File: config.mk
export PLATFORM = sky130hd
export DESIGN_NAME = plic_target_flat
export DESIGN_NICKNAME = d
export VERILOG_FILES = /design/src/rtl/plic_target_if.sv /design/src/rtl/plic_target.sv /design/src/flat_wrapper.sv
export SDC_FILE = /design/constraint.sdc
export NUM_CORES = 1
export LEC_CHECK = 0
export ABC_AREA = 1
export ABC_CLOCK_PERIOD_IN_PS = 13700
export BUFFER_PORTS_ARGS = -buffer_cell sky130_fd_sc_hd__buf_2
export CAP_MARGIN = 20
export CORE_UTILIZATION = 59
export DETAILED_ROUTE_END_ITERATION = 8
export PLACE_DENSITY = 0.88
export SLEW_MARGIN = 20
export SYNTH_ARGS = -nofsm -noshare
export SYNTH_HDL_FRONTEND = slang
export SYNTH_SLANG_ARGS = --single-unit
File: constraint.sdc
create_clock -name clk -period 13.7 [get_ports clk]
set_input_delay 2.055 -clock clk [delete_from_list [all_inputs] [get_ports clk]]
set_output_delay 2.055 -clock clk [all_outputs]
set_load 0.01 [all_outputs]
File: src/rtl/plic_target_if.sv
// plic_target_if: claim/complete register bus between the hart side and the PLIC target.
interface plic_target_if;
  logic        cfg_we;
  logic        cfg_re;
  logic [7:0]  cfg_addr;
  logic [31:0] cfg_wdata;
  logic [31:0] cfg_rdata;
  modport master (output cfg_we, cfg_re, cfg_addr, cfg_wdata, input cfg_rdata);
  modport slave (input cfg_we, cfg_re, cfg_addr, cfg_wdata, output cfg_rdata);
endinterface

File: src/rtl/plic_target.sv
// plic_target: priority arbitration, irq generation and claim/complete handling for SRC_NUM gateways.
module plic_target #(
  parameter int SRC_NUM = 8,
  parameter int PRIO_W  = 3
) (
  input  logic               clk,
  input  logic               rst_n,
  input  logic [SRC_NUM-1:0] req_i,
  output logic [SRC_NUM-1:0] req_complete_o,
  output logic               irq_o,
  plic_target_if.slave       cfg
);
  localparam int ID_W = 5;
  logic [PRIO_W-1:0]  prio_q [SRC_NUM:1];
  logic [PRIO_W-1:0]  prio_d [SRC_NUM:1];
  logic [SRC_NUM:1]   enable_q, enable_d, in_service_q, in_service_d;
  logic [PRIO_W-1:0]  thr_q, thr_d, best_prio, rd_prio;
  logic [SRC_NUM-1:0] complete_q, complete_d;
  logic [31:0]        rdata_q, rdata_d;
  logic               irq_q, irq_d;
  logic [ID_W-1:0]    best_id, cid;
  logic [5:0]         prio_idx;
  logic               prio_sel, claim, is_complete;
  assign prio_idx    = cfg.cfg_addr[7:2];
  assign prio_sel    = cfg.cfg_addr[1:0] == 2'b00 && prio_idx != 6'd0 && prio_idx <= 6'(SRC_NUM);
  assign claim       = cfg.cfg_re && cfg.cfg_addr == 8'h88;
  assign is_complete = cfg.cfg_we && cfg.cfg_addr == 8'h88;
  assign cid         = cfg.cfg_wdata[ID_W-1:0];
  // Strict '>' keeps the lowest ID on ties and rejects priority 0.
  always_comb begin
    best_id = '0;
    best_prio = '0;
    for (int k = 1; k <= SRC_NUM; k++)
      if (req_i[k-1] && !in_service_q[k] && enable_q[k] && prio_q[k] > best_prio) begin
        best_id = ID_W'(k);
        best_prio = prio_q[k];
      end
  end
  always_comb begin
    prio_d = prio_q;
    rd_prio = '0;
    enable_d = (cfg.cfg_we && cfg.cfg_addr == 8'h80) ? cfg.cfg_wdata[SRC_NUM:1] : enable_q;
    thr_d = (cfg.cfg_we && cfg.cfg_addr == 8'h84) ? cfg.cfg_wdata[PRIO_W-1:0] : thr_q;
    for (int k = 1; k <= SRC_NUM; k++) begin
      prio_d[k] = (cfg.cfg_we && prio_sel && prio_idx == 6'(k)) ? cfg.cfg_wdata[PRIO_W-1:0] : prio_q[k];
      rd_prio = (prio_idx == 6'(k)) ? prio_q[k] : rd_prio;
      // A live pulse blocks a second completion before in_service clears.
      complete_d[k-1] = is_complete && cid == ID_W'(k) && in_service_q[k] && !complete_q[k-1];
      in_service_d[k] = (in_service_q[k] && !complete_q[k-1]) || (claim && best_id == ID_W'(k));
    end
    rdata_d = !cfg.cfg_re ? rdata_q :
              cfg.cfg_addr == 8'h88 ? 32'(best_id) :
              cfg.cfg_addr == 8'h80 ? 32'({enable_q, 1'b0}) :
              cfg.cfg_addr == 8'h84 ? 32'(thr_q) :
              prio_sel ? 32'(rd_prio) : 32'd0;
    irq_d = best_id != '0 && best_prio > thr_q;
  end
  always_ff @(posedge clk or negedge rst_n)
    if (!rst_n) begin
      prio_q <= '{default: '0};
      enable_q <= '0;
      in_service_q <= '0;
      thr_q <= '0;
      complete_q <= '0;
      rdata_q <= '0;
      irq_q <= 1'b0;
    end else begin
      prio_q <= prio_d;
      enable_q <= enable_d;
      in_service_q <= in_service_d;
      thr_q <= thr_d;
      complete_q <= complete_d;
      rdata_q <= rdata_d;
      irq_q <= irq_d;
    end
  assign req_complete_o = complete_q;
  assign irq_o = irq_q;
  assign cfg.cfg_rdata = rdata_q;
endmodule
File: src/flat_wrapper.sv
// flat-port wrapper written by rule: the top's interface ports become plain ports
module plic_target_flat 
#(
  parameter int SRC_NUM = 8,
  parameter int PRIO_W  = 3
)
  (clk, rst_n, req_i, req_complete_o, irq_o, cfg_cfg_we, cfg_cfg_re, cfg_cfg_addr, cfg_cfg_wdata, cfg_cfg_rdata);
  plic_target_if cfg_i ();
  input  logic clk;
  input  logic rst_n;
  input  logic [SRC_NUM-1:0] req_i;
  output logic [SRC_NUM-1:0] req_complete_o;
  output logic irq_o;
  input wire logic [$bits(cfg_i.cfg_we)-1:0] cfg_cfg_we;
  input wire logic [$bits(cfg_i.cfg_re)-1:0] cfg_cfg_re;
  input wire logic [$bits(cfg_i.cfg_addr)-1:0] cfg_cfg_addr;
  input wire logic [$bits(cfg_i.cfg_wdata)-1:0] cfg_cfg_wdata;
  output wire logic [$bits(cfg_i.cfg_rdata)-1:0] cfg_cfg_rdata;
  assign cfg_i.cfg_we = cfg_cfg_we;
  assign cfg_i.cfg_re = cfg_cfg_re;
  assign cfg_i.cfg_addr = cfg_cfg_addr;
  assign cfg_i.cfg_wdata = cfg_cfg_wdata;
  assign cfg_cfg_rdata = cfg_i.cfg_rdata;
  plic_target #(.SRC_NUM(SRC_NUM), .PRIO_W(PRIO_W)) u_core (.clk(clk), .rst_n(rst_n), .req_i(req_i), .req_complete_o(req_complete_o), .irq_o(irq_o), .cfg(cfg_i));
endmodule
======== Yosys cells after proc, flatten, opt, wreduce, memory -nomap -nowiden ========
Index checks and enable logic that the tools add are counted.
storage, ports and cells
  register bits after elaboration ......... 84
  latch bits .............................. 0
  bits in writable memories ............... 0
  bits in read-only memories .............. 0
  input bits .............................. 52
  output and inout port bits .............. 41
  logic and storage cells ................. 186
  memories kept ........................... 0
operators by class
  add/subtract/negate cells ............... 0
  multiply operators ...................... 0
  div/mod/pow operators ................... 0
  magnitude comparators ................... 10
  equality and inequality tests ........... 27
  shift operators ......................... 0
  muxes and demuxes ....................... 28
  bitwise gates (word level) .............. 0
  reduce and logical (&&, ||, !) cells .... 107
operator list
  cell                                                                              count
  32-bit 2-to-1 mux                                                                 3
  1-bit logical AND                                                                 80
  3-bit 2-to-1 mux                                                                  21
  6-bit by 3-bit == test with 1-bit output, second input constant                   4
  8-bit == test, second input constant                                              3
  3-bit > comparator                                                                8
  5-bit by 3-bit == test with 1-bit output, second input constant                   4
  4-bit by 3-bit == test with 1-bit output, second input constant                   4
  1-bit zero test                                                                   16
  6-bit by 2-bit == test with 1-bit output, second input constant                   2
  5-bit by 2-bit == test with 1-bit output, second input constant                   2
  4-bit by 2-bit == test with 1-bit output, second input constant                   2
  1-bit logical OR                                                                  8
  6-bit by 1-bit == test with 1-bit output, second input constant                   1
  6-bit by 4-bit == test with 1-bit output, second input constant                   1
  6-bit by 4-bit less-or-equal comparator with 1-bit output, second input constant  1
  6-bit nonzero test                                                                1
  5-bit by 1-bit == test with 1-bit output, second input constant                   1
  5-bit by 4-bit == test with 1-bit output, second input constant                   1
  5-bit nonzero test                                                                1
  4-bit by 1-bit == test with 1-bit output, second input constant                   1
  4-bit == test, second input constant                                              1
  2-bit 2-to-1 mux                                                                  2
  4-bit 2-to-1 mux                                                                  1
  other kinds (3)                                                                   3

======== Logic depth before layout (Yosys ltp) ========
Gate-level depths: netlist (run 1).
  depth after elaboration ................. 29
  mapped depth ............................ 64
  mapped depth without buffers ............ 64

======== Least setup slack after synthesis (run 1) ========
No wires, ideal clock.
  path type ............................... input port to flip-flop
  from .................................... input port req_i[0]
  to ...................................... register u_core.irq_q, in the netlist u_core.irq_o
  setup time .............................. 113 ps
  arrival ................................. 9916 ps
  slack ................................... 3671 ps
  cell stages on the path ................. 60
  buffers on the path ..................... 0
  cells stage by stage .................... nand2_1 nor2_2 inv_2 nor2_2 inv_2 ha_1 nand2_1 nor2_2 nor2_4 nand2_4 nand2_2 nand2_1 ha_1 nand2_1 nor2_1 nor2_2 nand2_4 o21ai_0 [24 not listed] nor3_1 inv_1 nand2_1 o21ai_1 ha_1 a21oi_1 o21ai_0 nand2_1 inv_1 nand2_1 o21ai_0 ha_1 nand2_1 nor2_1 a211oi_1 a31oi_1 nand2_1 inv_1
on the way
  word-level cells in the longest chain between the ends .. 27
  elaborated cells on any way between the ends .. 36
  classes of those cells .................. order compare: 8; mux: 16; reduce/logical: 12
ends and longest elaborated chain
  item                                                             line                RTL
  start: declaration                                               flat_wrapper.sv:11  input logic [SRC_NUM-1:0] req_i;
  1-bit logical AND (*) (3 in a row)                               plic_target.sv:34   if (req_i[k-1] && !in_service_q[k] && enable_q[k] && prio_q[k] > best_prio) begin
  3-bit 2-to-1 mux                                                 plic_target.sv:34
  3-bit > comparator                                               plic_target.sv:34
  1-bit logical AND                                                plic_target.sv:34
  3-bit 2-to-1 mux                                                 plic_target.sv:34
  3-bit > comparator                                               plic_target.sv:34
  1-bit logical AND                                                plic_target.sv:34
  3-bit 2-to-1 mux                                                 plic_target.sv:34
  [10 not listed]                                                  n/a
  1-bit logical AND                                                plic_target.sv:34
  3-bit 2-to-1 mux                                                 plic_target.sv:34
  3-bit > comparator                                               plic_target.sv:34
  1-bit logical AND                                                plic_target.sv:34
  3-bit 2-to-1 mux / 4-bit 2-to-1 mux (equally long branches)      plic_target.sv:34
  3-bit > comparator / 5-bit nonzero test (equally long branches)  plic_target.sv:56   irq_d = best_id != '0 && best_prio > thr_q;
  1-bit logical AND (*)                                            plic_target.sv:56
  named net u_core.irq_d                                           plic_target.sv:20   logic irq_q, irq_d;
  end signal: assignment                                           plic_target.sv:74   irq_q <= irq_d;
  end: declaration                                                 plic_target.sv:20
The timed path passes the listed nets; every way through them passes the cells marked *.
A chain may end at the register's enable or synchronous reset.

======== Worst setup path after layout (run 1) ========
Same ends and word-level chain as after synthesis.

==> results of run 1 <==
kinds of logic (layout without fill, tap and decap cells):
kind of cell / count (synthesis) / after routing / synth area share, %
simple gates: 264 / 264 / 32.5
buf+inv: 104 / 142 / 11.9
compound gates: 86 / 86 / 12.2
flops: 61 / 61 / 37.4
fa+ha+maj: 18 / 18 / 5.52
other cells: 1 / 23 / 0.0920
mux: 1 / 1 / 0.276
cell usage in the layout, fill, tap and decap left out, types with 3 or more instances in the layout:
master and count:
nor3_1 5, clkbuf_8 9, ha_1 18, a221oi_1 4, nor2_1 48, o211ai_1 3
a21oi_1 9, o21ai_0 44, inv_1 65, nand3_2 13, nand4_1 3, buf_2 46
nand3_4 3, nand2_2 12, dfrtp_1 61, a31oi_1 4, bufinv_16 3, inv_2 8
nor4_1 5, a211oi_1 4, nand3_1 24, nand2_1 127, nand2_4 8, nor2_2 7
clkinv_1 3, conb_1 23, nor3b_1 3, o21ai_1 7
layer usage:
metal	wire (um)	global-route usage (%)	share of wire [%]
met3	704	6.81	6.9
met1	4280	37.8	42
met4	377	14.8	3.7
met2	4850	48.2	48
met5	0	0	0
metrics by stage:
stage	utilization (%)	area (um^2)	cells	setup WS [ns]
2_1_floorplan	-	4160	557	3.67
3_3_place_gp	66.4	4310	656	2.77
3_5_place_dp	66.4	4310	656	2.35
4_1_cts	70.1	4550	672	2.58
5_1_grt	70.1	4550	672	1.62
6_report	70.1	4550	672	2.52
final cells by class:
cell class / count / area [um^2]
flip-flops and latches: 61 / 1530
multi-input cells: 392 / 2150
repair buffers: 47 / 238
clock inverters: 6 / 111
clock buffers: 10 / 128
inverters: 79 / 305
well taps: 77 / 96.3
fillers: 501 / 1940
sequential cells by signal, summed over array words and instances, names as in the netlist:
| signal | count |
|---|---|
| u_core.in_service_q | 8 |
| u_core.enable_q | 8 |
| u_core.prio_q | 24 |
| u_core.thr_q | 3 |
| u_core.req_complete_o | 8 |
| u_core.irq_o | 1 |
| u_core.cfg.cfg_rdata | 9 |
tightest hold or removal path, stage by stage, from the launching register on:
cell,delay [ns]
dfrtp_1,0.34
nand2_1,0.05
nand2_1,0.05
report_power, final:
group	internal, mW	total [mW]	switching (mW)
Clock	0.121	0.195	0.0743
Combinational	0.00772	0.0269	0.0192
Sequential	0.183	0.185	0.00217
Total	0.311	0.407	0.0956
final timing paths:
path | startpoint | to | slack (ns) | cells after the start
worst max-delay path | req_i[0] | u_core.irq_o | 2.52 | 59
worst min-delay path | u_core.cfg.cfg_rdata[0] | u_core.cfg.cfg_rdata[0] | 0.48 | 2
worst max register to register | u_core.enable_q[1] | u_core.irq_o | 3.87 | 58
worst min register to register | u_core.cfg.cfg_rdata[0] | u_core.cfg.cfg_rdata[0] | 0.48 | 2
max in group asynchronous | rst_n | u_core.prio_q[14] | 11.29 | 2
min in group asynchronous | rst_n | u_core.prio_q[11] | 1.86 | 2
==> impl_table.tex, run 1 <==
\begin{tabular}{lr}
\hline
Metric & Value \\
\hline
\multicolumn{2}{l}{\textbf{STA}} \\
\quad Min Clock Period, post-route & 11.18 ns \\
\quad Clock tree skew after final layout & 0.00631 ns \\
\quad Setup repair after global routing missed its margin & false \\
\quad Pins over their slew limit & 0 \\
\quad Slew at the pin closest to its max-slew limit & 0.802 ns \\
\quad Final TNS setup & 0 ns \\
\quad Final setup violation count & 0 \\
\quad Count of endpoints failing hold in the final timing report & 0 \\
\quad Hold WS & 0.476 ns \\
\quad Headroom to the max-slew limit & 46.6\% \\
\quad Highest clock frequency the design can meet & 0.0894 GHz \\
\quad Period utilisation layout & 81.6\% \\
\multicolumn{2}{l}{\textbf{CTS}} \\
\quad Number of buffers inserted during clock tree synthesis & 9 \\
\quad Reg clk slew, reported paths & 0.07 ns \\
\quad Clock Sink Count & 61 \\
\quad Worst-skew pair later-pin latency & 0.35 ns \\
\quad Number of buffers added for setup after CTS & 0 \\
\quad Buffer depth of the longest clock path & 2 \\
\quad Clock Tree Root & clkbuf\_8 \\
\quad H-tree Lvls & 3 \\
\quad Hold bufs inserted after CTS & 0 \\
\quad TritonCTS clock tree & done \\
\quad Quantity of gates resized following cts & 0 \\
\multicolumn{2}{l}{\textbf{Hold path}} \\
\quad Path category of the worst min-delay check & flop to flop \\
\multicolumn{2}{l}{\textbf{Power and ir drop}} \\
\quad Total design power & 407 uW \\
\quad Standby leakage power & 2.28 nW \\
\quad Maximum ir drop on the vdd rail & 0.0759 mV \\
\quad Power per Cell Area & 89.4 nW/um\^{}2 \\
\multicolumn{2}{l}{\textbf{Synth}} \\
\quad Mapped Area & 4080 um\^{}2 \\
\quad EDFF count, synth & 0 \\
\quad Most area-consuming cells after synthesis & dfrtp\_1, nand2\_1, inv\_1, ha\_1, o21ai\_0 \\
\quad Post-synthesis async set-or-reset flop share & 100\% \\
\quad Primary flip-flop cell chosen by synthesis mapping & dfrtp\_1 \\
\quad Flip-flop and latch count after synthesis & 61 \\
\quad Post-synthesis cell type count & 45 \\
\quad Post-synthesis area per instance & 7.62 um\^{}2 \\
\quad Share of the synthesized area in the top cell type & 37.4\% \\
\quad Top cells by instance count after synthesis & nand2\_1, inv\_1, dfrtp\_1 \\
\quad Number of standard cells after synthesis & 535 \\
\quad Cell with the most instances after synthesis & nand2\_1 \\
\quad Sequential fraction of the synthesis area & 37.4\% \\
\quad Cell accounting for the most synthesized area & dfrtp\_1 \\
\quad Synth warnings & 0 \\
\multicolumn{2}{l}{\textbf{Global routing}} \\
\quad GRT Resource Usage Total & 29.8\% \\
\quad Number of antenna violations at the first check in global routing & 0 \\
\quad Global-route congestion overflow total & 0 \\
\quad Wire length of the first global-routing pass & 16.6 mm \\
\quad Pin count of the biggest net entering global routing & 62 \\
\quad Number of global-route vias before repair & 3614 \\
\multicolumn{2}{l}{\textbf{Critical path}} \\
\quad Slowest CP cell & nor3\_1 \\
\quad WP data arrival & 11.43 ns \\
\quad Crit path launch type & input pin \\
\quad CP required & 13.94 ns \\
\quad Critical path class & input pin to flop \\
\quad Slowest stage delay, CP & 0.50 ns \\
\quad Critical Path Sink Type & flop \\
\quad Critical path fanouts, max & 9 \\
\quad Largest delay contributor family on the critical path & simple AND/OR/NAND/NOR gates \\
\quad Buffers \& Inverters on Critical Path & 7 \\
\multicolumn{2}{l}{\textbf{Detailed routing}} \\
\quad 1st-pass router iterations & 7 \\
\quad Per-cell routed wire length & 15.2 um \\
\quad DR DRC count & 0 \\
\quad Via count & 3755 \\
\quad Number of vias per cell after detailed routing & 5.59 \\
\quad Number of nets with antenna violations after routing & 0 \\
\quad Total Routed Length & 10.2 mm \\
\quad Detailed router's first-iteration violation count & 291 \\
\multicolumn{2}{l}{\textbf{Flow run}} \\
\quad Number of max-cap violations & 0 \\
\multicolumn{2}{l}{\textbf{Floorplanning}} \\
\quad Starting density of the core & 62.8\% \\
\quad Number of placed I/O pins & 93 \\
\quad Area enclosed by the die boundary & 7250 um\^{}2 \\
\quad X dimension of the die & 85.1 um \\
\quad Total core area & 6490 um\^{}2 \\
\quad Y dimension of the die & 85.1 um \\
\quad Cell Rows & 29 \\
\multicolumn{2}{l}{\textbf{Final layout}} \\
\quad Synthesis-to-layout area growth & 11.7\% \\
\quad N\_diodes & 0 \\
\quad Share of post-route cells with drive strength above 1 & 20.5\% \\
\quad Post-layout nets & 660 \\
\multicolumn{2}{l}{\textbf{Placement}} \\
\quad Half-perimeter wire length of the detailed placement result & 7.69 mm \\
\quad Routability congestion estimate & 0.959 \\
\quad \# port buffers & 46 \\
\multicolumn{2}{l}{\textbf{Run status}} \\
\quad Run status & completed \\
\hline
\end{tabular}
Power figures use the tool's default switching activity.
==> run 2: changes to the inputs <==
Settings changed: ABC_CLOCK_PERIOD_IN_PS 13700 to 10700, CORE_UTILIZATION 59 to 55, PLACE_DENSITY 0.88 to 0.83.
Clock period 13.7 ns to 10.7 ns, I/O delays scaled along.
==> run 2 against run 1 <==
  * Cell area up 1.1%
  * Combinational power up 27%
  * Clock skew up 0.0013 ns
  * First-iteration DRC count down 27%
  * Sequential power up 28%
  * Clock power up 21%
  * Critical path depth unchanged
  * Count of clock-buffer cells in the layout up 2
  * Register-to-register slack worse by 2.1 ns
  * Via count down 0.88%
  * Die area up 7.1%
  * Power up 25%
==> impl_table.tex, run 2 (synthesized netlist as in run 1, its figures left out) <==
\begin{tabular}{lr}
\hline
Metric & Value \\
\hline
\multicolumn{2}{l}{\textbf{Detailed routing}} \\
\quad Number of nets with antenna violations after routing & 0 (unchanged) \\
\quad Detailed router's first-iteration violation count & 212 (was 291) \\
\quad Number of vias per cell after detailed routing & 5.33 (was 5.59) \\
\quad Total Routed Length & 10.1 mm (was 10.2 mm) \\
\quad Via count & 3722 (was 3755) \\
\quad DR DRC count & 0 (unchanged) \\
\quad 1st-pass router iterations & 5 (was 7) \\
\quad Per-cell routed wire length & 14.5 um (was 15.2 um) \\
\multicolumn{2}{l}{\textbf{Floorplanning}} \\
\quad X dimension of the die & 88.1 um (was 85.1 um) \\
\quad Cell Rows & 31 (was 29) \\
\quad Total core area & 7210 um\^{}2 (was 6490 um\^{}2) \\
\quad Y dimension of the die & 88.1 um (was 85.1 um) \\
\quad Area enclosed by the die boundary & 7760 um\^{}2 (was 7250 um\^{}2) \\
\quad Number of placed I/O pins & 93 (unchanged) \\
\quad Starting density of the core & 56.5\% (was 62.8\%) \\
\multicolumn{2}{l}{\textbf{Power and ir drop}} \\
\quad Power per Cell Area & 110 nW/um\^{}2 (was 89.4 nW/um\^{}2) \\
\quad Switching power as a share of total power & 23.6\% (was 23.5\%) \\
\quad Power Internal & 387 uW (was 311 uW) \\
\quad P\_sw & 120 uW (was 95.6 uW) \\
\quad Maximum ir drop on the vdd rail & 0.0885 mV (was 0.0759 mV) \\
\quad Sequential fraction of design power & 46.7\% (was 45.4\%) \\
\quad Clk pwr share & 46.6\% (was 47.9\%) \\
\quad Standby leakage power & 2.30 nW (was 2.28 nW) \\
\quad Share of total power in combinational logic & 6.7\% (was 6.6\%) \\
\quad Total design power & 507 uW (was 407 uW) \\
\multicolumn{2}{l}{\textbf{Critical path}} \\
\quad Critical path class & input pin to flop (unchanged) \\
\quad Cell depth of the worst flop-to-flop path & 58 (unchanged) \\
\quad Critical path fanouts, max & 9 (unchanged) \\
\quad Most common cell type on the critical path & nand2\_1 \\
\quad Critical path startpoint & req\_i[0] (unchanged) \\
\quad Crit path launch type & input pin (unchanged) \\
\quad Critical R2R Capture & u\_core.irq\_o (unchanged) \\
\quad CP required & 10.94 ns (was 13.94 ns) \\
\quad Critical Path Sink Type & flop (unchanged) \\
\quad Slack of the worst reg-to-reg path & 1.74 ns (was 3.87 ns) \\
\quad Slowest CP cell & ha\_1 (was nor3\_1) \\
\quad Critical Path End & u\_core.irq\_o (unchanged) \\
\quad Slowest stage delay, CP & 0.34 ns (was 0.50 ns) \\
\quad WP data arrival & 10.13 ns (was 11.43 ns) \\
\quad Reg-to-Reg Start & u\_core.enable\_q[1] (unchanged) \\
\multicolumn{2}{l}{\textbf{STA}} \\
\quad Count of endpoints failing hold in the final timing report & 0 (unchanged) \\
\quad Pins over their slew limit & 0 (unchanged) \\
\quad Headroom to the max-slew limit & 47.7\% (was 46.6\%) \\
\quad Final setup violation count & 0 (unchanged) \\
\quad Clock tree skew after final layout & 0.00758 ns (was 0.00631 ns) \\
\quad Period utilisation layout & 92.4\% \\
\quad Setup repair after global routing missed its margin & false (unchanged) \\
\quad Slew at the pin closest to its max-slew limit & 0.785 ns (was 0.802 ns) \\
\quad Final TNS setup & 0 ns (unchanged) \\
\quad Min Clock Period, post-route & 9.89 ns \\
\quad Highest clock frequency the design can meet & 0.101 GHz \\
\quad Hold WS & 0.482 ns (was 0.476 ns) \\
\multicolumn{2}{l}{\textbf{Final layout}} \\
\quad Most frequent cells in the layout & nand2\_1, inv\_1, dfrtp\_1, nor2\_1, buf\_2 (unchanged) \\
\quad N\_diodes & 0 (unchanged) \\
\quad Post-layout nets & 664 (was 660) \\
\quad Flip-flop count of the largest register, all copies and words added & 24 (unchanged) \\
\quad Share of post-route cells with drive strength above 1 & 21.2\% (was 20.5\%) \\
\quad Register ranked first by flip-flop count & u\_core.prio\_q (unchanged) \\
\quad Synthesis-to-layout area growth & 12.9\% (was 11.7\%) \\
\quad Commonest non-fill, non-tap cell in the layout & nand2\_1 (unchanged) \\
\quad Number of cells in the finished layout apart from fillers & 698 (was 672) \\
\multicolumn{2}{l}{\textbf{Global routing}} \\
\quad Pin count of the biggest net entering global routing & 62 (unchanged) \\
\quad Number of antenna violations at the first check in global routing & 0 (unchanged) \\
\quad Number of global-route vias before repair & 3483 (was 3614) \\
\quad GRT Resource Usage Total & 28.1\% (was 29.8\%) \\
\quad Wire length of the first global-routing pass & 16.4 mm (was 16.6 mm) \\
\quad Global-route congestion overflow total & 0 (unchanged) \\
\multicolumn{2}{l}{\textbf{CTS}} \\
\quad Reg clk slew, reported paths & 0.07 ns (about the same) \\
\quad Number of buffers inserted during clock tree synthesis & 9 (unchanged) \\
\quad Clock Sink Count & 61 (unchanged) \\
\quad Buffer depth of the longest clock path & 2 (unchanged) \\
\quad H-tree Lvls & 3 (unchanged) \\
\quad Clock Tree Root & clkbuf\_8 (unchanged) \\
\quad Worst-skew pair later-pin latency & 0.35 ns (about the same) \\
\quad TritonCTS clock tree & done (unchanged) \\
\multicolumn{2}{l}{\textbf{Placement}} \\
\quad \# port buffers & 46 (unchanged) \\
\quad Half-perimeter wire length of the detailed placement result & 7.55 mm (was 7.69 mm) \\
\quad Cell count after placement & 679 (was 656) \\
\quad Routability congestion estimate & 0.925 (was 0.959) \\
\multicolumn{2}{l}{\textbf{Flow run}} \\
\quad Number of max-cap violations & 0 (unchanged) \\
\multicolumn{2}{l}{\textbf{Run status}} \\
\quad Run status & completed (unchanged) \\
\multicolumn{2}{l}{\textbf{Hold path}} \\
\quad Path category of the worst min-delay check & flop to flop (unchanged) \\
\hline
\end{tabular}
-- run 2: cell types whose count changed in the layout (fill, tap and decap cells not counted), sizes merged --
cell      change
bufinv        -1
clkinvlp      -1
buf           +4
clkbuf        +2
-- run 2: stage by stage --
stage / instance area (um^2) / util (%) / setup slack [ns]
after CTS: 4570 / 63.4 / 0.461
after global placement: 4350 / 60.3 / 0.473
final: 4600 / 63.8 / 0.815
after global routing: 4600 / 63.8 / 0.000679
after detailed placement: 4350 / 60.3 / 0.145
after floorplan: 4160 / - / 1.12
-- run 2: final cells by class --
class | instances | area (um^2)
Sequential cell | 61 | 1530
Tap cell | 99 | 124
Inverter | 79 | 305
Fill cell | 621 | 2610
Clock inverter | 4 | 70.1
Multi-Input combinational cell | 392 | 2150
Timing Repair Buffer | 51 | 268
Clock buffer | 12 | 155
-- run 2: timing repair --
action / CTS / global route
endpoints found under the setup margin: 0 / 1
buffers inserted: 0 / 3
hold buffers: 0 / 0
resized for setup: 0 / 3
endpoints found under the hold margin: 0 / 0
-- run 2: critical path: cells and delay by family --
family                   cells  cell delay [ns]
adder cells (fa/ha/maj)      8             2.36
AO/OA/AOI/OAI               13             2.10
AND/OR/NAND/NOR             31             3.41
buffers and inverters        7             0.69
-- run 2: how the worst min path moves through the flow --
stage,startpoint,end,slack (ns),cells after the start
2_1_floorplan,u_core.enable_q[4],u_core.enable_q[4],0.45,2
3_3_place_gp,u_core.cfg.cfg_rdata[0],u_core.cfg.cfg_rdata[0],0.46,2
3_5_place_dp,u_core.cfg.cfg_rdata[5],u_core.cfg.cfg_rdata[5],0.47,2
4_1_cts,u_core.req_complete_o[7],u_core.in_service_q[8],0.48,1
5_1_grt,u_core.cfg.cfg_rdata[7],u_core.cfg.cfg_rdata[7],0.51,2
6_report,u_core.req_complete_o[7],u_core.in_service_q[8],0.48,1
-- run 2: power by group through the flow --
stage	Clock [mW]	Sequential [mW]	Combinational, mW
after global routing	0.248	0.237	0.0386
after detailed placement	0	0.241	0.0337
final	0.236	0.237	0.0341
after CTS	0.239	0.237	0.0339
after global placement	0	0.241	0.0324
after floorplan	0	0.241	0.0234
-- run 2: routing by layer --
| metal | track usage, % | routed length (um) | vias up |
|---|---|---|---|
| li1 | - | - | 1810 |
| met1 | 37.0 | 4440 | 1745 |
| met2 | 43.6 | 4750 | 141 |
| met3 | 6.22 | 507 | 26 |
| met4 | 14.7 | 399 | 0 |
| met5 | 0 | 0 | - |
